### src/rtl/matmul_pkg.sv
// +------------------------------------------------------------------+
// | matmul_pkg: shared types, polynomials and width helpers           |
// | Rev 1.0                                                            |
// +------------------------------------------------------------------+
`default_nettype none

package matmul_pkg;

   typedef enum logic [2:0] {
      ST_IDLE     = 3'd0,
      ST_LOAD     = 3'd1,
      ST_WAIT_RES = 3'd2,
      ST_CHECK    = 3'd3,
      ST_DONE     = 3'd4
   } selftest_state_e;

   localparam logic [31:0] LFSR_TAPS = 32'h8020_0003;
   localparam logic [31:0] MISR_POLY = 32'h04C1_1DB7;

   // Right-shifting Galois LFSR: the bit shifted out selects the tap mask.
   function automatic logic [31:0] lfsr_step(input logic [31:0] s);
      return {1'b0, s[31:1]} ^ (s[0] ? LFSR_TAPS : 32'h0);
   endfunction

   function automatic int selftest_cnt_w(input int n);
      return $clog2(n) + 1;
   endfunction

endpackage

`default_nettype wire

### src/rtl/matmul_misr.sv
// +------------------------------------------------------------------+
// | matmul_misr: multiple-input signature register, all-ones seed     |
// | Rev 1.0                                                            |
// +------------------------------------------------------------------+
`default_nettype none

module matmul_misr
   import matmul_pkg::*;
#(
   parameter int                   SIG_WIDTH = 32,
   parameter int                   IN_WIDTH  = 16,
   parameter logic [SIG_WIDTH-1:0] POLY      = SIG_WIDTH'(MISR_POLY)
) (
   input  logic                 clk,
   input  logic                 rst,
   input  logic                 i_clear,
   input  logic                 i_en,
   input  logic [IN_WIDTH-1:0]  i_data,
   output logic [SIG_WIDTH-1:0] o_sig
);

   logic [SIG_WIDTH-1:0] r_sig;
   logic [SIG_WIDTH-1:0] w_sig_nxt;

   always_comb begin
      w_sig_nxt = {r_sig[SIG_WIDTH-2:0], 1'b0}
                ^ (r_sig[SIG_WIDTH-1] ? POLY : '0)
                ^ SIG_WIDTH'(i_data);
   end

   always_ff @(posedge clk) begin
      if (rst || i_clear) begin
         r_sig <= '1;
      end else if (i_en) begin
         r_sig <= w_sig_nxt;
      end
   end

   assign o_sig = r_sig;

endmodule

`default_nettype wire

### src/rtl/matmul_selftest.sv
// +------------------------------------------------------------------+
// | matmul_selftest: BIST sequencer streaming operands to the matmul  |
// | core and signing its results with a MISR. Rev 1.0                 |
// +------------------------------------------------------------------+
`default_nettype none

module matmul_selftest
   import matmul_pkg::*;
#(
   parameter int DATA_WIDTH  = 8,
   parameter int DIM         = 4,
   parameter int NUM_RUNS    = 4,
   parameter int SIG_WIDTH   = 32,
   parameter int TIMEOUT_CYC = 1024,
   parameter int RES_WIDTH   = 2*DATA_WIDTH + $clog2(DIM)
) (
   input  logic                                  clk_i,
   input  logic                                  rst_i,
   input  logic                                  start_i,
   input  logic                                  abort_i,
   input  logic                                  mode_i,
   input  logic [31:0]                           seed_i,
   output logic                                  stim_valid_o,
   input  logic                                  stim_ready_i,
   output logic [DATA_WIDTH-1:0]                 stim_a_o,
   output logic [DATA_WIDTH-1:0]                 stim_b_o,
   output logic                                  stim_last_o,
   input  logic                                  res_valid_i,
   input  logic [RES_WIDTH-1:0]                  res_data_i,
   input  logic                                  res_last_i,
   output logic [selftest_cnt_w(NUM_RUNS)-1:0]   run_idx_o,
   input  logic [SIG_WIDTH-1:0]                  exp_sig_i,
   output logic [SIG_WIDTH-1:0]                  sig_o,
   output logic                                  busy_o,
   output logic                                  done_o,
   output logic                                  pass_o,
   output logic [selftest_cnt_w(NUM_RUNS)-1:0]   fail_cnt_o
);

   localparam int NBEATS = DIM * DIM;
   localparam int BW     = selftest_cnt_w(NBEATS) + 1;
   localparam int TW     = selftest_cnt_w(TIMEOUT_CYC);
   localparam int RW     = selftest_cnt_w(NUM_RUNS);

   selftest_state_e r_state, w_state_nxt;

   logic                  r_mode, w_mode_nxt;
   logic [31:0]           r_lfsr, w_lfsr_nxt, w_seed;
   logic [BW-1:0]         r_beat, w_beat_nxt, r_res_cnt;
   logic [TW-1:0]         r_tmo;
   logic                  r_run_err, r_pass, r_stim_last;
   logic [DATA_WIDTH-1:0] r_stim_a, r_stim_b;
   logic [RW-1:0]         r_run_idx, r_fail_cnt;
   logic [SIG_WIDTH-1:0]  r_sig, w_misr_sig;
   logic [2*DATA_WIDTH-1:0] w_ops;
   logic                  w_start, w_hs, w_res_acc, w_load_entry, w_tmo_hit;
   logic                  w_run_fail, w_last_run;

   function automatic logic [2*DATA_WIDTH-1:0] operands(input logic mode,
                                                        input logic [31:0] lfsr,
                                                        input logic [BW-1:0] beat);
      logic [DATA_WIDTH-1:0] a, b;
      a = '0;
      b = '0;
      if (mode) begin
         a = DATA_WIDTH'(beat);
         b = ~a;
      end else begin
         for (int i = 0; i < DATA_WIDTH; i++) begin
            a[i] = lfsr[5'(i % 32)];
            b[i] = lfsr[5'((i + DATA_WIDTH) % 32)];
         end
      end
      return {a, b};
   endfunction

   assign w_start      = (r_state == ST_IDLE) && start_i && !abort_i;
   assign w_hs         = (r_state == ST_LOAD) && stim_ready_i;
   assign w_res_acc    = res_valid_i && ((r_state == ST_LOAD) || (r_state == ST_WAIT_RES));
   assign w_load_entry = (w_state_nxt == ST_LOAD) && (r_state != ST_LOAD);
   assign w_tmo_hit    = (r_state == ST_WAIT_RES) && (r_tmo == TW'(TIMEOUT_CYC - 1))
                         && (r_res_cnt < BW'(NBEATS));
   assign w_run_fail   = r_run_err || (w_misr_sig != exp_sig_i) || res_valid_i;
   assign w_last_run   = (r_run_idx == RW'(NUM_RUNS - 1));

   always_comb begin
      w_state_nxt  = r_state;
      stim_valid_o = 1'b0;
      busy_o       = 1'b0;
      done_o       = 1'b0;
      case (r_state)
         ST_IDLE:     if (start_i) w_state_nxt = ST_LOAD;
         ST_LOAD: begin
            stim_valid_o = 1'b1;
            busy_o       = 1'b1;
            if (w_hs && r_stim_last) w_state_nxt = ST_WAIT_RES;
         end
         ST_WAIT_RES: begin
            busy_o = 1'b1;
            if ((r_res_cnt >= BW'(NBEATS)) || (r_tmo == TW'(TIMEOUT_CYC - 1)))
               w_state_nxt = ST_CHECK;
         end
         ST_CHECK: begin
            busy_o      = 1'b1;
            w_state_nxt = w_last_run ? ST_DONE : ST_LOAD;
         end
         ST_DONE: begin
            done_o      = 1'b1;
            w_state_nxt = ST_IDLE;
         end
         default:     w_state_nxt = ST_IDLE;
      endcase
      if (abort_i) w_state_nxt = ST_IDLE;
   end

   always_ff @(posedge clk_i) begin
      if (rst_i) r_state <= ST_IDLE;
      else       r_state <= w_state_nxt;
   end

   // Operand registers are reloaded from the next LFSR/beat values, so the
   // presented operand always reflects the current r_lfsr/r_beat pair.
   always_comb begin
      w_seed = (seed_i == 32'd0) ? 32'd1 : seed_i;
      if (w_start) begin
         w_lfsr_nxt = lfsr_step(w_seed);
         w_beat_nxt = '0;
         w_mode_nxt = mode_i;
      end else begin
         w_lfsr_nxt = lfsr_step(r_lfsr);
         w_beat_nxt = (r_beat == BW'(NBEATS - 1)) ? '0 : r_beat + BW'(1);
         w_mode_nxt = r_mode;
      end
      w_ops = operands(w_mode_nxt, w_lfsr_nxt, w_beat_nxt);
   end

   always_ff @(posedge clk_i) begin
      if (rst_i) begin
         r_mode      <= 1'b0;
         r_lfsr      <= 32'd1;
         r_beat      <= '0;
         r_stim_a    <= '0;
         r_stim_b    <= '0;
         r_stim_last <= 1'b0;
         r_res_cnt   <= '0;
         r_tmo       <= '0;
         r_run_err   <= 1'b0;
         r_run_idx   <= '0;
         r_fail_cnt  <= '0;
         r_sig       <= '0;
         r_pass      <= 1'b0;
      end else begin
         if (w_start || w_hs) begin
            r_mode      <= w_mode_nxt;
            r_lfsr      <= w_lfsr_nxt;
            r_beat      <= w_beat_nxt;
            r_stim_a    <= w_ops[2*DATA_WIDTH-1:DATA_WIDTH];
            r_stim_b    <= w_ops[DATA_WIDTH-1:0];
            r_stim_last <= (w_beat_nxt == BW'(NBEATS - 1));
         end
         if (w_start) begin
            r_run_idx  <= '0;
            r_fail_cnt <= '0;
            r_pass     <= 1'b0;
         end
         r_tmo <= (r_state == ST_WAIT_RES) ? r_tmo + TW'(1) : '0;
         if (w_load_entry) begin
            r_res_cnt <= '0;
            r_run_err <= 1'b0;
         end else begin
            if (w_res_acc) begin
               r_res_cnt <= r_res_cnt + BW'(1);
               if (res_last_i != (r_res_cnt == BW'(NBEATS - 1))) r_run_err <= 1'b1;
            end
            if (w_tmo_hit) r_run_err <= 1'b1;
         end
         if ((r_state == ST_CHECK) && !abort_i) begin
            r_sig      <= w_misr_sig;
            r_fail_cnt <= r_fail_cnt + RW'(w_run_fail);
            if (w_last_run) r_pass    <= (r_fail_cnt == '0) && !w_run_fail;
            else            r_run_idx <= r_run_idx + RW'(1);
         end
      end
   end

   matmul_misr #(
      .SIG_WIDTH (SIG_WIDTH),
      .IN_WIDTH  (RES_WIDTH)
   ) u_misr (
      .clk     (clk_i),
      .rst     (rst_i),
      .i_clear (w_load_entry),
      .i_en    (w_res_acc),
      .i_data  (res_data_i),
      .o_sig   (w_misr_sig)
   );

   assign stim_a_o    = r_stim_a;
   assign stim_b_o    = r_stim_b;
   assign stim_last_o = r_stim_last;
   assign run_idx_o   = r_run_idx;
   assign fail_cnt_o  = r_fail_cnt;
   assign sig_o       = r_sig;
   assign pass_o      = r_pass;

endmodule

`default_nettype wire

### config.mk
export PLATFORM = sky130hd
export DESIGN_NAME = matmul_selftest
export DESIGN_NICKNAME = d
export VERILOG_FILES = /design/src/rtl/matmul_pkg.sv /design/src/rtl/matmul_misr.sv /design/src/rtl/matmul_selftest.sv
export SDC_FILE = /design/constraint.sdc
export NUM_CORES = 1
export LEC_CHECK = 0
export CAP_MARGIN = 20
export CORE_MARGIN = 3
export CORE_UTILIZATION = 55
export DETAILED_ROUTE_END_ITERATION = 16
export GPL_TIMING_DRIVEN = 0
export PLACE_DENSITY = 0.91
export SYNTH_ARGS = -nofsm -noshare
export SYNTH_HDL_FRONTEND = slang
export SYNTH_HIERARCHICAL = 1
export SYNTH_SLANG_ARGS = --single-unit
### constraint.sdc
create_clock -name clk_i -period 5.6 [get_ports clk_i]
set_clock_uncertainty 0.1 [all_clocks]
set_input_delay 1.4 -clock clk_i [delete_from_list [all_inputs] [get_ports clk_i]]
set_output_delay 1.4 -clock clk_i [all_outputs]
set_load 0.005 [all_outputs]
== Word level (Yosys, flattened, before mapping) ==
Cells that the tools add are included.

* Bits in registers: 148
* Logic and storage cells: 99
* Output and inout port bits: 59

* Order comparisons: 2
* Add/sub/neg operators: 5
* Muxes and demuxes: 30
* Bitwise logic cells: 6
* Reduce and logical (&&, ||, !) cells: 28
* Equal/unequal tests: 13

{| class="wikitable"
|+ Operators by type and width
! operator !! count
|-
| $mux W32 || 4
|-
| $xor A31 B32 Y32 || 2
|-
| $logic_not A32 Y1 || 1
|-
| $ne A32 B32 Y1 || 1
|-
| $xor A32 B18 Y32 || 1
|-
| $xor A32 B32 Y32 || 1
|-
| $mux W3 || 10
|-
| $mux W27 || 1
|-
| $eq A6 B4 Y1 const B || 3
|-
| $mux W8 || 2
|-
| $add A6 B1 Y6 const B || 2
|-
| $mux W6 || 2
|-
| $pmux W3 S4 || 1
|-
| $add A11 B1 Y11 const B || 1
|-
| $eq A11 B10 Y1 const B || 1
|-
| $logic_and A1 B1 Y1 || 10
|-
| $mux W1 || 10
|-
| $eq A3 B2 Y1 const B || 3
|-
| $not A6 Y8 || 1
|-
| $eq A3 B1 Y1 const B || 2
|-
| $ge A6 B5 Y1 const B || 1
|-
| $logic_not A3 Y1 || 2
|-
| $logic_or A1 B1 Y1 || 6
|-
| $lt A6 B5 Y1 const B || 1
|-
| other kinds (11) || 15
|}

== Longest topological paths before layout ==
Gate-level depths: netlist (run 1).

* Depth in word-level cells: 9
* Gate-level depth with buffers: 11
* Gate-level depth less buffers: 10

== Modules after synthesis ==
Netlist (run 1), hierarchy kept.

{| class="wikitable"
|+ Modules (own cells, without submodules)
! module !! area an instance (um2) !! cells each !! instances
|-
| matmul_selftest || 5287.6 || 638 || 1
|-
| matmul_misr || 1582.8 || 140 || 1
|}

== Worst setup path before layout (run 1) ==
No wires, ideal clock.

* Path type: in2reg
* Start: input port exp_sig_i[1]
* End: register r_fail_cnt[2] (netlist: fail_cnt_o[2])
* Buffers on the path: 0
* Setup slack: 2.610 ns
* Data required time: 5.379 ns
* Stages: 9
* Arrival time: 2.768 ns
* Cells stage by stage: xor2_1 > nor4_1 > nand4_1 > or2_2 > ha_1 > ha_1 > nand2_1 > xor2_1 > nor2_1

* Longest elaborated chain between the ends: 5

{| class="wikitable"
|+ Ends and longest elaborated chain
! item !! line !! text
|-
| from (decl) || matmul_selftest.sv:32 || <nowiki>input logic [SIG_WIDTH-1:0] exp_sig_i,</nowiki>
|-
| $ne A32 B32 Y1 || matmul_selftest.sv:83 || <nowiki>assign w_run_fail = r_run_err || (w_misr_sig != exp_sig_i) || res_valid_i;</nowiki>
|-
| $logic_or A1 B1 Y1 (2 in a row) || matmul_selftest.sv:83 ||
|-
| $add A3 B1 Y3 || matmul_selftest.sv:179 || <nowiki>r_fail_cnt <= r_fail_cnt + RW'(w_run_fail);</nowiki>
|-
| $mux W3 || matmul_selftest.sv:177 || <nowiki>if ((r_state == ST_CHECK) && !abort_i) begin</nowiki>
|-
| to (signal assigned) || matmul_selftest.sv:179 ||
|-
| to (decl) || matmul_selftest.sv:53 || <nowiki>logic [RW-1:0] r_run_idx, r_fail_cnt;</nowiki>
|}

No other way between the ends.
A chain may end at the register's enable or synchronous reset.

== Worst setup path in the final report (run 1) ==
* Start: input port exp_sig_i[3]
* End: register r_fail_cnt[2] (netlist: fail_cnt_o[2])

The elaborated chain is that of the path after synthesis.

==> results of run 1 <==
## Yosys cell counts, drive strengths merged, types with 10 or more instances
master,n
nand4,10
xnor3,10
clkbuf,27
buf,35
xor2,38
nor4,14
a21oi,69
mux2i,14
a22oi,15
nand3,20
nand2b,27
nor3,22
nand2,128
dfxtp,148
nor2,52
xnor2,31
o22ai,14
o211ai,21
## power groups by stage
stage               registers (mW)  logic [mW]  clock network (mW)
detailed placement            1.13       0.258                   0
floorplan                     1.12       0.133                   0
global placement              1.13       0.253                   0
global route                  1.11       0.285                1.25
finish                        1.11       0.266                1.20
CTS                           1.11       0.263                1.21
## cell usage in the layout, fill, tap and decap left out, types with 15 or more instances in the layout
cell type | synthesis | layout
nor3_1 | 22 | 22
a22oi_1 | 15 | 15
o211ai_1 | 16 | 16
dfxtp_1 | 148 | 148
nor2_1 | 51 | 51
clkdlybuf4s50_1 | 0 | 147
nand2b_1 | 27 | 27
nand3_1 | 20 | 20
nand2_1 | 128 | 128
buf_4 | 17 | 17
clkbuf_16 | 0 | 17
a21oi_1 | 69 | 69
xor2_1 | 38 | 38
xnor2_1 | 31 | 31
clkbuf_1 | 27 | 28
## how the worst min path moves through the flow
stage               startpoint         to  slack, ns  depth (start not counted)
finish                sig_o[6]   sig_o[6]       0.36                          2
detailed placement   sig_o[30]  sig_o[30]       0.35                          2
global placement      r_tmo[0]   r_tmo[0]       0.33                          1
floorplan             r_tmo[0]   r_tmo[0]       0.32                          1
global route         r_lfsr[8]  r_lfsr[8]       0.38                          2
CTS                   sig_o[3]   sig_o[3]       0.36                          2
## cells by family (layout without fill, tap and decap cells)
family,count (synthesis),count (layout)
buffers and inverters,70,249
flip-flops,148,148
AO/OA/AOI/OAI,157,157
multiplexers,15,15
adder cells (fa/ha/maj),6,6
AND/OR/NAND/NOR,303,303
XOR/XNOR,79,79
## stage by stage
| step | utilization (%) | power [mW] | worst slack (ns) | hold WS [ns] | cell area (µm²) |
|---|---|---|---|---|---|
| after floorplan | - | 1.256 | 2.610 | 0.3179 | 6870 |
| after global placement | 70.61 | 1.380 | 1.530 | 0.3311 | 8552 |
| after detailed placement | 70.61 | 1.386 | 1.510 | 0.3462 | 8552 |
| after CTS | 75.83 | 2.574 | 1.901 | 0.3573 | 9184 |
| after global routing | 75.83 | 2.647 | 1.845 | 0.3756 | 9184 |
| final | 75.83 | 2.576 | 1.857 | 0.3556 | 9184 |
## worst reg2reg max path, stage by stage, from the launching register on
cell and delay (ns):
dfxtp_1 0.36, xnor2_1 0.37, nand4_1 0.23, nor4_1 0.33, nand4_1 0.22, or2_2 0.33, ha_1 0.19, ha_1 0.18
nand2_1 0.08, xor2_1 0.18, nor2_1 0.05
## registers in the layout (all words and copies together) (netlist names), 3 cells and up
register	cells
fail_cnt_o	3
r_beat	6
r_lfsr	32
r_res_cnt	6
r_state	3
r_tmo	11
run_idx_o	3
sig_o	32
stim_a_o	8
stim_b_o	8
u_misr/o_sig	32
## area by class of cell
type	instances	area, µm²
clock inverters	8	120.1
fillers	836	2928
multi-input cells	560	3531
flip-flops and latches	148	2963
inverters	8	30.03
repair buffers	147	1471
clock buffers	24	511.7
well taps	168	210.2
plain buffers	62	346.6
## metal layers
layer | up-vias | track usage (%) | wire [µm]
met5 | - | 0 | 0
met4 | 0 | 15.90 | 857
met3 | 71 | 8.890 | 1963
met2 | 361 | 48.19 | 9698
met1 | 3036 | 32.88 | 7696
li1 | 3032 | - | -
==> key figures, run 1 <==
Outcome
  • Status: finished, final reports clean

Critical path
  • Logic depth of the worst path, buffers included: 11
  • Buf/Inv on CP: 1
  • R2r setup slk: 2.86 ns
  • CP Class: in -> reg
  • Max stage delay on crit path: 0.42 ns
  • CP top delay family: simple AND/OR/NAND/NOR gates
  • CP Max Fanout: 2
  • Crit-path cells: clkdlybuf4s50_1 > xnor2_1 > nand4_1 > nor4_1 > nand4_1 > or2_2 > ha_1 > ha_1 > nand2_1 > xor2_1 > nor2_1
  • Reg2reg path depth: 10
  • Worst setup SP type: input pin
  • Reg2reg start: u_misr/o_sig[3]
  • CP required: 5.81 ns
  • End of the critical path: fail_cnt_o[2]
  • CP startpoint: exp_sig_i[3]
  • Worst r2r dst: fail_cnt_o[2]
  • CP max-delay cell: clkdlybuf4s50_1
  • Critical Path End Type: register
  • CP arrival: 3.95 ns

Clock network
  • H-tree Lvls: 4
  • Total setup buffers inserted after CTS: 0
  • Clock Pin Slew Worst Setup and Hold Paths: 0.06 ns
  • Post-cts repair resize count: 0
  • CTS tree: yes
  • CTS Sinks: 148
  • CTS Buffer Depth: 2
  • Clock Tree Root: clkbuf_16
  • CTS buffer count: 17
  • Hold-fix buffers, CTS: 0
  • Clk Latency, worst-skew pair: 0.42 ns

Power
  • Cell Pwr Density: 280.5 nW/µm²
  • Seq pwr share: 43.0%
  • Sw frac: 22.68%
  • Peak supply drop: 0.0002107 V
  • Comb pwr share: 10.3%
  • Clock share of power: 46.7%
  • Int Power: 1.992 mW
  • LEAKAGE: 3.395 nW
  • Switching power: 584.2 µW

Routing
  • Average routed wire per standard cell: 17.97 µm
  • DRT antenna net count: 0
  • Post-Route WL: 20,220 µm
  • Drt pass-1 iters: 8
  • # DRC: 0
  • Drt initial violations: 598
  • Via Count: 6,500
  • Via/cell ratio: 5.778

Synthesis
  • Average cell area after synthesis: 8.831 µm²
  • Compound-gate portion of the synthesized area: 14.62%
  • Number of flops mapped to enable cells by yosys: 0
  • Simple-gate area share of the yosys netlist: 21.13%
  • Unique masters post-synth: 63
  • Leading post-synthesis cells by cell area: dfxtp_1 (43%), nand2_1 (7.0%), a21oi_1 (5.0%)
  • Ys flop type: dfxtp_1
  • Main combinational cell family by area after synthesis: simple AND/OR/NAND/NOR gates
  • Synth Area in XOR/XNOR: 12.35%
  • Synth Cell Area: 6870 µm²
  • Fraction of the mapped netlist area in adder cells: 1.093%
  • Largest area contributor in the netlist: dfxtp_1
  • Synth async-reset ratio: 0%
  • Syn_nets: 874
  • Synth top area share: 43.13%
  • Synthesis-stage register bit count: 148
  • Synth warn: 6
  • Syn Inst Count: 778
  • Post-synthesis sequential area ratio: 43.13%
  • Post-synthesis mux area share: 2.204%

Placement
  • Post-placement cell count: 1,093
  • Gp weighted congestion: 0.9162
  • IO buf count: 147
  • Detailed Place HPWL: 13,940 µm

Final layout
  • # diodes: 0
  • Area Overhead vs Synth: 33.67%
  • Share of cells above drive strength 1: 8.568%
  • Fin cells: 1,125
  • Final net count: 1,040

Hold path
  • HP Class: reg -> reg

Floorplanning
  • Ports: 149
  • Row cnt: 40
  • Die height: 117.8 µm
  • Starting density of the core: 56.73%
  • Die ar.: 13,870 µm²
  • Core area: 12,110 µm²
  • Chip width: 117.8 µm

STA
  • Minimum clock period: 3.743 ns
  • Actual slew at the worst max-slew pin: 0.7994 ns
  • Period Utilization, post-route: 66.84%
  • Fin Setup TNS: 0 ns
  • Setup violators final: 0
  • Slew Viols, Final: 0
  • Final hold vios: 0
  • Max Fclk: 267.2 MHz
  • RSZ-0062 raised after global routing: no
  • Max-slew headroom: 46.14%

Global routing
  • Grt ovf: 0
  • Vias in the first global route: 6,489
  • Largest net degree at the start of global routing: 17
  • Gr usage total: 28.84%
  • First-pass GRT wire length: 32,040 µm
  • Antenna violations before repair: 0

Flow run
  • Max-cap violations: 0
Note: power is estimated with default switching activity, not from simulation.
==> run 2: changes to the inputs <==
Settings changed: CORE_UTILIZATION 55 to 46, PLACE_DENSITY 0.91 to 0.81.
Clock period 5.6 ns to 3.4 ns, I/O delays scaled along.
==> run 2 against run 1 <==
Effect of this change:
- first-iteration DRC count fell by 23%
- core utilization fell by 13 points
- cell count rose by 1.4%
- non-clock buffer count did not move
- clock power rose by 73%
- count of clock-buffer cells in the layout fell by 5
- combinational power rose by 62%
- total power rose by 68%
- routed wire length fell by 3.7%
- critical path depth did not move
==> key figures, run 2 (synthesis results as in run 1) <==
STA
  • RSZ-0062 raised after global routing: no
  • Max-slew headroom: 46.66% (+0.52 points)
  • Final hold vios: 0 (unchanged)
  • Setup violators final: 0 (unchanged)
  • Minimum clock period: 3.280 ns
  • Fin Setup TNS: 0 ns (unchanged)
  • Period Utilization, post-route: 96.47%
  • Max Fclk: 304.9 MHz
  • Actual slew at the worst max-slew pin: 0.7917 ns (-0.007669 ns)
  • Slew Viols, Final: 0 (unchanged)

Global routing
  • First-pass GRT wire length: 30,930 µm (-3.4%)
  • Vias in the first global route: 6,114 (-5.8%)
  • Gr usage total: 23.94% (-4.9 points)
  • Antenna violations before repair: 0 (unchanged)
  • Grt ovf: 0 (unchanged)
  • Largest net degree at the start of global routing: 17 (unchanged)

Placement
  • Detailed Place HPWL: 14,130 µm (+1.4%)
  • Area post-placement: 8572 µm² (+0.23%)
  • Post-placement cell count: 1,109 (+1.5%)
  • Gp weighted congestion: 0.8898 (-2.9%)
  • IO buf count: 147 (unchanged)

Clock network
  • Clk Latency, worst-skew pair: 0.43 ns (about the same)
  • H-tree Lvls: 4 (unchanged)
  • CTS Sinks: 148 (unchanged)
  • Post-cts repair resize count: 0 (unchanged)
  • Clock Tree Root: clkbuf_16
  • CTS buffer count: 17 (unchanged)
  • Clock Pin Slew Worst Setup and Hold Paths: 0.06 ns (about the same)
  • CTS tree: yes
  • CTS Buffer Depth: 2 (unchanged)
  • Hold-fix buffers, CTS: 0 (unchanged)
  • Total setup buffers inserted after CTS: 0 (unchanged)

Routing
  • Average routed wire per standard cell: 17.07 µm (-5.0%)
  • Drt pass-1 iters: 5 (-3)
  • # DRC: 0 (unchanged)
  • DRT antenna net count: 0 (unchanged)
  • Post-Route WL: 19,480 µm (-3.7%)
  • Via/cell ratio: 5.493 (-4.9%)
  • Drt initial violations: 463 (-23%)
  • Via Count: 6,268 (-3.6%)

Floorplanning
  • Die ar.: 16,440 µm² (+19%)
  • Row cnt: 44 (+10%)
  • Die height: 128.2 µm (+8.9%)
  • Chip width: 128.2 µm (+8.9%)
  • Starting density of the core: 47.09% (-9.6 points)
  • Ports: 149 (unchanged)
  • Core area: 14,590 µm² (+20%)

Power
  • Seq pwr share: 42.1% (-0.9 points)
  • Int Power: 3.350 mW (+68%)
  • Clock share of power: 47.9% (+1.2 points)
  • Pwr Total: 4.325 mW (+68%)
  • Peak supply drop: 0.0003678 V (+75%)
  • Cell Pwr Density: 468.6 nW/µm² (+67%)
  • LEAKAGE: 3.401 nW (+0.20%)
  • Sw frac: 22.54% (-0.14 points)
  • Switching power: 975.1 µW (+67%)
  • Comb pwr share: 9.9% (-0.4 points)

Hold path
  • HP Class: reg -> reg

Final layout
  • Share of cells above drive strength 1: 8.673% (+0.10 points)
  • Post-route cell area: 9230 µm² (+0.50%)
  • Commonest cells after routing, fill and taps aside: dfxtp_1 (148), clkdlybuf4s50_1 (147), nand2_1 (128), a21oi_1 (69), nor2_1 (51)
  • Final net count: 1,040 (unchanged)
  • # diodes: 0 (unchanged)
  • Commonest non-fill, non-tap cell in the layout: dfxtp_1
  • Core Util, Final: 63.27% (-13 points)
  • Fin cells: 1,141 (+1.4%)
  • Area Overhead vs Synth: 34.35%

Critical path
  • Reg2reg start: u_misr/o_sig[3]
  • CP startpoint: exp_sig_i[3]
  • Reg2reg path depth: 10 (unchanged)
  • Critical Path End Type: register
  • Max stage delay on crit path: 0.41 ns (about the same)
  • Worst r2r dst: fail_cnt_o[2]
  • Worst setup SP type: input pin
  • R2r setup slk: 0.56 ns (-2.30 ns)
  • CP max-delay cell: clkdlybuf4s50_1
  • End of the critical path: fail_cnt_o[2]
  • Crit-path cells: clkdlybuf4s50_1 > xnor2_1 > nand4_1 > nor4_1 > nand4_1 > or2_2 > ha_1 > ha_1 > nand2_1 > xor2_1 > nor2_1
  • CP required: 3.60 ns (-2.21 ns)
  • CP arrival: 3.48 ns (-0.47 ns)
  • CP Max Fanout: 2 (unchanged)
  • CP Class: in -> reg

Outcome
  • Status: finished, final reports clean

Flow run
  • Max-cap violations: 0 (unchanged)
## run 2: changes by cell type in the layout (fill, tap and decap cells not counted), sizes merged
cell      change
clkbuf        -5
clkinv        +2
bufinv        +2
clkinvlp      +1
## run 2: worst min-delay path by stage
stage                         from        to  slack, ns  depth (start not counted)
after global placement    r_tmo[0]  r_tmo[0]       0.33                          1
after CTS                 r_tmo[0]  r_tmo[0]       0.35                          1
after global routing      r_tmo[0]  r_tmo[0]       0.36                          1
final                     r_tmo[0]  r_tmo[0]       0.34                          1
after floorplan           r_tmo[0]  r_tmo[0]       0.32                          1
after detailed placement  r_tmo[0]  r_tmo[0]       0.34                          1
## run 2: area by class of cell
class | count | area [µm²]
Inverter | 8 | 30.03
Multi-Input combinational cell | 560 | 3531
Fill cell | 1175 | 5359
Tap cell | 184 | 230.2
Timing Repair Buffer | 147 | 1471
Clock buffer | 19 | 452.9
Clock inverter | 13 | 205.2
Sequential cell | 148 | 2963
Buffer | 62 | 346.6
## run 2: power groups by stage
stage	Sequential, mW	Combinational, mW	Clock, mW
finish	1.82	0.430	2.07
global route	1.83	0.466	2.17
CTS	1.82	0.429	2.10
detailed placement	1.86	0.425	0
global placement	1.86	0.421	0
floorplan	1.85	0.219	0
## run 2: worst max-delay path, delay by kind of cell
kind          cells  cell delay [ns]
simple gates      6             1.32
xor+xnor          2             0.53
buf+inv           1             0.41
fa+ha+maj         2             0.36
## run 2: per-stage QoR
stage | worst slack [ns] | hold WS, ns
after global placement | -0.2149 | 0.3308
after CTS | 0.1178 | 0.3492
after global routing | 0.06383 | 0.3636
final | 0.1202 | 0.3449
after detailed placement | -0.2297 | 0.3367
after floorplan | 0.9605 | 0.3179
## run 2: layer usage
| layer | track usage (%) | routed length (µm) |
|---|---|---|
| met1 | 29.52 | 8332 |
| met2 | 38.92 | 9202 |
| met3 | 8.167 | 1578 |
| met4 | 8.552 | 363 |
| met5 | 0 | 0 |
